**src/rtl/capture_ctrl.sv**
```systemverilog
// Capture controller for an external 4-bit counter.
// It snapshots the counter value on the cycle after it leaves TERM, with ack/overrun handshaking.
module capture_ctrl #(
  parameter logic [3:0] TERM = 4'b1111,
  parameter int         CW   = 8
) (
  input  logic          clk,
  input  logic          reset,
  input  logic          start,
  input  logic          stop,
  input  logic [3:0]    Q,
  output logic          cnt_en,
  output logic          cnt_clr,
  output logic          QFlag,
  output logic [3:0]    Qreg,
  output logic          cap_valid,
  input  logic          cap_ack,
  output logic [CW-1:0] cap_count,
  output logic          overrun,
  output logic          busy
);

  localparam logic [1:0] IDLE  = 2'd0;
  localparam logic [1:0] CLEAR = 2'd1;
  localparam logic [1:0] RUN   = 2'd2;
  localparam logic [1:0] HOLD  = 2'd3;

  localparam logic [CW-1:0] CNT_MAX = {CW{1'b1}};
  localparam logic [CW-1:0] CNT_ONE = {{(CW-1){1'b0}}, 1'b1};

  logic [1:0]    state_q, state_d;
  logic          qflag_q, qflag_d;
  logic [3:0]    qreg_q, qreg_d;
  logic          cap_valid_q, cap_valid_d;
  logic [CW-1:0] cap_count_q, cap_count_d;
  logic          overrun_q, overrun_d;
  logic          capture;
  logic          session_clr;

  always_comb begin
    qflag_d = (Q == TERM);
    state_d = state_q;
    case (state_q)
      IDLE:    if (start) state_d = CLEAR;
      CLEAR:   state_d = stop ? IDLE : RUN;
      RUN: begin
        if (stop)         state_d = IDLE;
        else if (qflag_d) state_d = HOLD;
      end
      HOLD: begin
        if (stop)          state_d = IDLE;
        else if (!qflag_d) state_d = RUN;
      end
      default: state_d = IDLE;
    endcase
  end

  // Falling edge of the registered flag, only while waiting in HOLD; stop suppresses it.
  assign capture     = (state_q == HOLD) && qflag_q && !qflag_d && !stop;
  assign session_clr = (state_q == IDLE) && start;

  always_comb begin
    qreg_d      = qreg_q;
    cap_valid_d = cap_valid_q;
    cap_count_d = cap_count_q;
    overrun_d   = overrun_q;
    if (session_clr) begin
      cap_count_d = '0;
      overrun_d   = 1'b0;
    end
    if (capture) begin
      if (cap_count_q != CNT_MAX) cap_count_d = cap_count_q + CNT_ONE;
      if (!cap_valid_q || cap_ack) begin
        qreg_d      = Q;
        cap_valid_d = 1'b1;
      end else begin
        overrun_d = 1'b1;
      end
    end else if (cap_valid_q && cap_ack) begin
      cap_valid_d = 1'b0;
    end
  end

  always_ff @(posedge clk) begin
    if (reset) begin
      state_q     <= IDLE;
      qflag_q     <= 1'b0;
      qreg_q      <= 4'd0;
      cap_valid_q <= 1'b0;
      cap_count_q <= '0;
      overrun_q   <= 1'b0;
    end else begin
      state_q     <= state_d;
      qflag_q     <= qflag_d;
      qreg_q      <= qreg_d;
      cap_valid_q <= cap_valid_d;
      cap_count_q <= cap_count_d;
      overrun_q   <= overrun_d;
    end
  end

  assign cnt_en    = (state_q == RUN) || (state_q == HOLD);
  assign cnt_clr   = (state_q == CLEAR);
  assign busy      = (state_q != IDLE);
  assign QFlag     = qflag_q;
  assign Qreg      = qreg_q;
  assign cap_valid = cap_valid_q;
  assign cap_count = cap_count_q;
  assign overrun   = overrun_q;

endmodule

```
**config.mk**
```make
export PLATFORM = sky130hd
export DESIGN_NAME = capture_ctrl
export DESIGN_NICKNAME = d
export VERILOG_FILES = /design/src/rtl/capture_ctrl.sv
export SDC_FILE = /design/constraint.sdc
export NUM_CORES = 1
export LEC_CHECK = 0
export BUFFER_PORTS_ARGS = -buffer_cell sky130_fd_sc_hd__buf_2
export CORE_MARGIN = 4
export CORE_UTILIZATION = 33
export DETAILED_ROUTE_END_ITERATION = 8
export GPL_TIMING_DRIVEN = 1
export MAX_ROUTING_LAYER = met4
export SETUP_SLACK_MARGIN = 0.1
export SYNTH_ARGS = -nofsm -noshare
export SYNTH_HDL_FRONTEND = slang
export SYNTH_SLANG_ARGS = --single-unit
```
**constraint.sdc**
```tcl
create_clock -name clk -period 1.91 [get_ports clk]
set_clock_uncertainty 0.2 [all_clocks]
set_input_delay 0.0955 -clock clk [delete_from_list [all_inputs] [get_ports clk]]
set_output_delay 0.0955 -clock clk [all_outputs]
set_load 0.05 [all_outputs]
```
# == Word-level counts from Yosys, hierarchy flattened ==
# Cells that the tools add are included.
# word_totals
in_bits,9
reg_bits,17
# classes
addsub,1
reduce_logical,16
n_mux,16
eq_ne,9
# op_table
op,count
$mux 8,3
$mux 2,6
$add 8x1->8 const B,1
$ne 8x8->1 const B,1
$pmux 2 s4,1
$mux 1,6
$ne 3x3->1 const B,2
$logic_and 1x1->1,5
$eq 2x2->1 const B,2
$eq 4x4->1 const B,1
$reduce_and 2->1,2
$reduce_bool 2->1,2
$logic_not 1->1,3
$reduce_and 3->1,1
$eq 2x1->1 const B,1
$logic_not 2->1,1
$logic_or 1x1->1,2
$ne 2x1->1 const B,1
$ne 2x2->1 const B,1

# == Logic depth before layout (Yosys ltp) ==
# Gate-level depths: netlist of run 1.
# logic_depth
word_depth,6
mapped_depth,5

# == Worst setup path after synthesis of run 1 ==
# No wires, ideal clock.
# synth_path
path_kind,reg2reg
start,register cap_count_q[0] (netlist: cap_count[0])
end,register cap_count_q[3] (netlist: cap_count[3])
path_stages_with_launch,6
t_arrival_ns,1.839
slack_ns,-0.215
period_less_slack_ns,2.125
path_buffers,0
t_required_ns,1.624
path_cell_list,dfxtp_1 ha_1 nand3_1 nor3_2 o31ai_1 a221oi_2
# synth_between
elab_chain_len,3
word_cells_on_any_way,4
classes_between,1 x add/sub; 1 x eq/ne; 2 x mux
# synth_rtl
item,line_no,source
start: declaration,35,"logic [CW-1:0] cap_count_q, cap_count_d;"
start signal: assignment,97,cap_count_q <= cap_count_d;
$add 8x1->8 / $ne 8x8->1 (equally long branches),72,if (cap_count_q != CNT_MAX) cap_count_d = cap_count_q + CNT_ONE;
$mux 8 *,72,
$mux 8 *,71,if (capture) begin
# Every way passes the cells marked *; elsewhere a longest branch is shown, timed or not.
# A chain may end at the register's enable or synchronous reset.

# == Worst setup path in the final report of run 1 ==
# layout_path
start,input port Q[0]
end,register cap_count_q[3] (netlist: cap_count[3])
# layout_between
elab_chain_len,5
# layout_rtl
item,line_no,source
start: declaration,11,"input logic [3:0] Q,"
$eq 4x4->1,41,qflag_d = (Q == TERM);
$logic_not 1->1,59,assign capture = (state_q == HOLD) && qflag_q && !qflag_d && !stop;
$logic_and 1x1->1 (2 in series),59,
$mux 8,71,
# No other way between the ends.

==> flow_summary.toml, run 1 <==
[outcome]
run_status = "completed"

[sta]
setup_tns_ns = 0
fmax_ghz = 0.565
rsz0062_at_grt = "yes"
fin_ws_ns = 0.139
tightest_slew_ns = 0.411
hold_viol = 0
setup_viol = 0
drv_slew = 0
post-route-period-util_pct = 92.7
min_period_ns = 1.77
slew_headroom_pct = 72.4
timing.hold.ws_ns = 0.0883

[global_route]
met1_usage_pct = 16.2
gr-usage-met3_pct = 2.53
grt_max_degree = 19
grt_pass1_wl_mm = 3.50
grt_usage_pct = 13.8
grt_pass1_vias = 846
grt_overflow_total = 0
use_met2_pct = 23.3
busiest_layer = "met2"
antenna_found_initial = 0

[power]
clkPwrFrac_pct = 31.8
intPower_mw = 0.457
leakage_nw = 0.489
p_switching_mw = 0.160
p_comb_share_pct = 10.7
ir_drop_uv = 380
power_frac_seq_pct = 57.5
sw_frac_of_total_pct = 26.0
finalPower_mw = 0.617
p_per_area_mw_per_mm2 = 555

[setup_path]
r2r-end = "cap_count[3]"
crit_family = "simple AND/OR/NAND/NOR gates"
crit_path_max_fanout = 6
slowest_delay_ns = 0.54
critPathLaunchType = "input port"
crit_buf_inv = 2
slowest_stage = "dlygate4sd3_1"
reg2reg_from = "cap_count[0]"
crit_arrival_ns = 1.79
cp.required_ns = 1.92
r2r_setup_slack_ns = 0.16
crit_chain = "dlygate4sd3_1, buf_2, nand4_1, nand2b_4, or4_4, a221oi_2"
worstRegToRegCells = 5
critPathCaptureType = "flop"
criticalPathCategory = "in2reg"

[floorplanning]
start_util_pct = 35.3
dieArea_mm2 = 0.00323
dieWidth_um = 56.9
core_area_mm2 = 0.00223
io_pins = 27
dieHeight_um = 56.9
rows = 17

[clock_network]
cts_buffers = 3
cts.sink_count = 17
clockBufferDepth = 2
cts_tree = "yes"
clk_latency_ns = 0.29
cts.reportedPaths.clkPinSlew_ns = 0.10
h-tree-depth = 1
root_buffer = "clkbuf_4"

[routing]
drc = 0
via_per_inst = 5.26
dr.pass1.iters = 4
wirelength_mm = 2.04
ant_nets = 0
wl_per_cell_um = 13.0
first_iter_violations = 6
vias = 826

[hold_path]
worstHoldStart = "stop"
min_to = "Qreg[1]"
whs_path_depth = 5
min_path_type = "in2reg"

[flow_run]
maxCapViolCount = 0

[synthesis]
synth_area_um2 = 788
synth_area_leaders = "dfxtp_1, a21oi_1, nand2_1"
ys_top_cells_by_count = "dfxtp_1, a21oi_1, nand2_1"
ys_seq_area_share_pct = 43.2
synth_top_cell_by_area = "dfxtp_1"
synthArstFlopShare_pct = 0
synth.distinct_cells = 31
synth_most_common_cell = "dfxtp_1"
syn_nets = 100
syn_avg_cell_area_um2 = 8.76
synth_seq_cells = 17
synth_ff_type = "dfxtp_1"
synth_edf_count = 0
synth_cells = 90
synth_top_area_share_pct = 43.2
ys_warn_count = 0

[final_layout]
diodes = 0
fillers = 221
finalNetCount = 140
syn2layout_area_growth_pct = 41.0
layout-drive-gt1-share_pct = 37.2

[placed_design]
place_worst_setup_slack_ns = 0.0893
place_hpwl_mm = 1.49
gp_congestion = 0.846
portBuffers = 26
## flip-flops by register name, indices dropped and copies added, names as in the netlist
register and flops:
state_q 2, cap_valid 1, Qreg 4, cap_count 8, QFlag 1, overrun 1
## what timing repair did
item,CTS,global route
gates resized for setup,1,3
endpoints found under the setup margin,1,3
hold endpoints to repair,12,0
pin swaps,0,3
hold buffers,8,0
setup buffers,0,2
## power by group through the flow
stage / logic (mW) / clock network [mW] / registers (mW)
floorplan: 0.0309 / 0 / 0.364
global placement: 0.0521 / 0 / 0.363
detailed placement: 0.0528 / 0 / 0.363
CTS: 0.0650 / 0.203 / 0.355
global route: 0.0716 / 0.211 / 0.356
finish: 0.0660 / 0.196 / 0.355
## through the flow
stage          util [%]  cells  instance area [um^2]
6_report           49.7    157                  1110
5_1_grt            49.7    157                  1110
4_1_cts            48.9    155                  1090
3_5_place_dp       44.0    143                   983
3_3_place_gp       44.0    143                   983
2_1_floorplan         -     90                   813
## worst reg2reg max path, stage by stage (launching register included)
cell and delay (ns):
dfxtp_4 0.37, ha_1 0.22, nand3_2 0.14, nor3_4 0.06
or4_4 0.48, a221oi_2 0.20
## routing by layer
layer / part of all wire (%) / wire length, um / vias up
li1: - / - / 416
met1: 46 / 940 / 378
met2: 46 / 946 / 27
met3: 6.1 / 124 / 5
met4: 1.5 / 30 / 0
met5: 0 / 0 / -
## final cells by class
type	instances	area, um^2	share of cell area (%)
multi-input cells	67	438	39.4
flip-flops and latches	17	355	32.0
repair buffers	39	248	22.3
well taps	28	35.0	3.15
clock buffers	3	22.5	2.03
inverters	2	7.51	0.676
clock inverters	1	5.00	0.450
## kinds of logic (layout without fill, tap and decap cells)
group / count (synthesis) / in the layout / share of synthesized area, %
and+or+nand+nor: 39 / 39 / 29.8
AOI/OAI and AO/OA: 27 / 27 / 22.2
DFF: 17 / 17 / 43.2
buffers and inverters: 6 / 45 / 3.18
adders and majority gates: 1 / 1 / 1.59
## layout by cell type (no fill, tap or decap), types with 2 or more instances in the layout
cell,n
dfxtp_2,3
o311ai_1,2
buf_4,5
nor2_1,8
nand3b_1,2
dfxtp_1,11
dfxtp_4,3
clkbuf_4,3
a21oi_1,10
buf_2,26
inv_1,2
nand2_1,9
o211ai_1,2
o21ai_0,6
nor2b_1,2
and4_1,2
nor3_1,2
dlygate4sd3_1,8
or3_1,3
## worst max path at each step
| stage | start | to | slack [ns] | cells past startpoint |
|---|---|---|---|---|
| finish | Q[0] | cap_count[3] | 0.14 | 6 |
| global route | Q[0] | cap_count[3] | 0.08 | 6 |
| CTS | state_q[0] | cap_count[3] | 0.11 | 4 |
| detailed placement | state_q[1] | cap_count[3] | 0.09 | 4 |
| global placement | state_q[1] | cap_count[3] | 0.16 | 4 |
| floorplan | cap_count[0] | cap_count[3] | 0.10 | 5 |
Power figures use the tool's default switching activity.
==> run 2, diff against run 1 <==
==> constraint.sdc (replaced) <==
create_clock -name clk -period 1.91 [get_ports clk]
set_clock_uncertainty 0.2 [all_clocks]
set_input_delay 0.2865 -clock clk [delete_from_list [all_inputs] [get_ports clk]]
set_output_delay 0.2865 -clock clk [all_outputs]
set_load 0.05 [all_outputs]
==> run 2 against run 1 <==
Design area is 6.3% lower. Sequential power hardly changed. First-iteration DRC count grew to 3.7 times the previous value. Critical endpoint unchanged. Non-clock buffer count is 8 lower. Hold slack worse by 0.037 ns. Sequential share of layout area is 2.2 points higher. Clock-buffer cell count is 1 higher. Register-to-register slack hardly changed. Total power is 3.9% lower. Combinational power is 19% lower.
==> flow_summary.toml, run 2 (synthesized netlist as in run 1, its figures left out) <==
[outcome]
run_status = "completed"

[sta]
min_period_ns = 1.75
post-route-period-util_pct = 91.6
rsz0062_at_grt = "no"
slew_headroom_pct = 73.8
fmax_ghz = 0.571
hold_viol = 0
tightest_slew_ns = 0.389
setup_tns_ns = 0
setup_viol = 0
drv_slew = 0

[final_layout]
mostFrequentLayoutCell = "buf_2"
diodes = 0
final_cell_mix = "buf_2, dfxtp_1, a21oi_1"
post-route-util_pct = 46.6
finalNetCount = 132
largest_reg_flops = 8
layout-drive-gt1-share_pct = 37.2
syn2layout_area_growth_pct = 32.1

[power]
leakage_nw = 0.450
p_per_area_mw_per_mm2 = 570
ir_drop_uv = 313

[hold_path]
worstHoldStart = "Q[1]"
min_path_type = "in2reg"
whs_path_depth = 3

[routing]
vias = 806
wirelength_mm = 1.96
drc = 0
wl_per_cell_um = 13.2
via_per_inst = 5.41
dr.pass1.iters = 4
first_iter_violations = 22
ant_nets = 0

[floorplanning]
core_area_mm2 = 0.00223
dieWidth_um = 56.9
io_pins = 27
dieArea_mm2 = 0.00323
start_util_pct = 35.3
rows = 17
dieHeight_um = 56.9

[placed_design]
portBuffers = 26
gp_congestion = 0.742
place_hpwl_mm = 1.47

[global_route]
grt_overflow_total = 0
grt_pass1_wl_mm = 3.20
antenna_found_initial = 0
grt_usage_pct = 12.8
grt_pass1_vias = 733
grt_max_degree = 19

[clock_network]
cts.sink_count = 17
cts_tree = "yes"
clk_latency_ns = 0.28
h-tree-depth = 1
cts.reportedPaths.clkPinSlew_ns = 0.09
clockBufferDepth = 2
root_buffer = "clkbuf_4"
cts_buffers = 3

[flow_run]
maxCapViolCount = 0

[setup_path]
critPathCaptureType = "flop"
crit_path_start = "cap_count[0]"
worstRegToRegCells = 5
crit_path_max_fanout = 10
cp.required_ns = 1.91
critPathLaunchType = "flop"
criticalPathCategory = "reg2reg"
crit_arrival_ns = 1.75
reg2reg_from = "cap_count[0]"
run 2: changes by cell type in the layout (fill, tap and decap cells not counted), moves of 2 or more:
cell / before / now
dlygate4sd3_1: 8 / 2
o311ai_0: 1 / 3
o311ai_1: 2 / 0
buf_4: 5 / 3
run 2: worst paths after layout:
kind	to	slack [ns]
max	cap_count[3]	0.16
min reg2reg	Qreg[0]	0.28
max reg2reg	cap_count[3]	0.16
min	Qreg[1]	0.05
run 2: cell type report:
cell class	instances	area, um^2
fillers	232	1190
multi-input cells	67	444
flip-flops and latches	17	355
repair buffers	31	173
well taps	28	35.0
clock buffers	4	26.3
inverters	2	7.51
run 2: what timing repair did:
| item | 4_1_cts | 5_1_grt |
|---|---|---|
| setup endpoints to repair | 1 | 1 |
| pin swaps | 0 | 1 |
| cloned | 0 | 0 |
| buffers inserted | 0 | 0 |
| gates resized for setup | 1 | 2 |
| hold buffers | 2 | 0 |
| hold endpoints to repair | 2 | 0 |
run 2: per-layer routing:
metal	wire, um	GRT usage, %
met1	929	16.0
met2	890	20.1
met3	111	2.07
met4	31	5.96
met5	0	-
run 2: metrics by stage:
step | worst slack, ns | power [mW] | hold WS (ns) | instance area [um^2] | instances
6_report | 0.160 | 0.593 | 0.0511 | 1040 | 149
2_1_floorplan | 0.103 | 0.395 | 0.166 | 813 | 90
5_1_grt | 0.117 | 0.623 | 0.0553 | 1040 | 149
3_5_place_dp | 0.0716 | 0.413 | 0.265 | 983 | 143
4_1_cts | 0.101 | 0.602 | 0.0392 | 1040 | 149
3_3_place_gp | 0.0935 | 0.412 | 0.264 | 983 | 143
run 2: worst max-delay path, cell delays in order, from the launching register on:
cell	delay [ns]
dfxtp_4	0.37
ha_2	0.20
nand3_4	0.10
nor3_4	0.09
or4_4	0.48
a221oi_2	0.23
run 2: where the power goes:
group	leakage, nW	total, mW	switching (mW)	internal, mW
clock	0.0150	0.185	0.104	0.0810
combinational	0.294	0.0534	0.0376	0.0159
sequential	0.141	0.355	0.00222	0.353
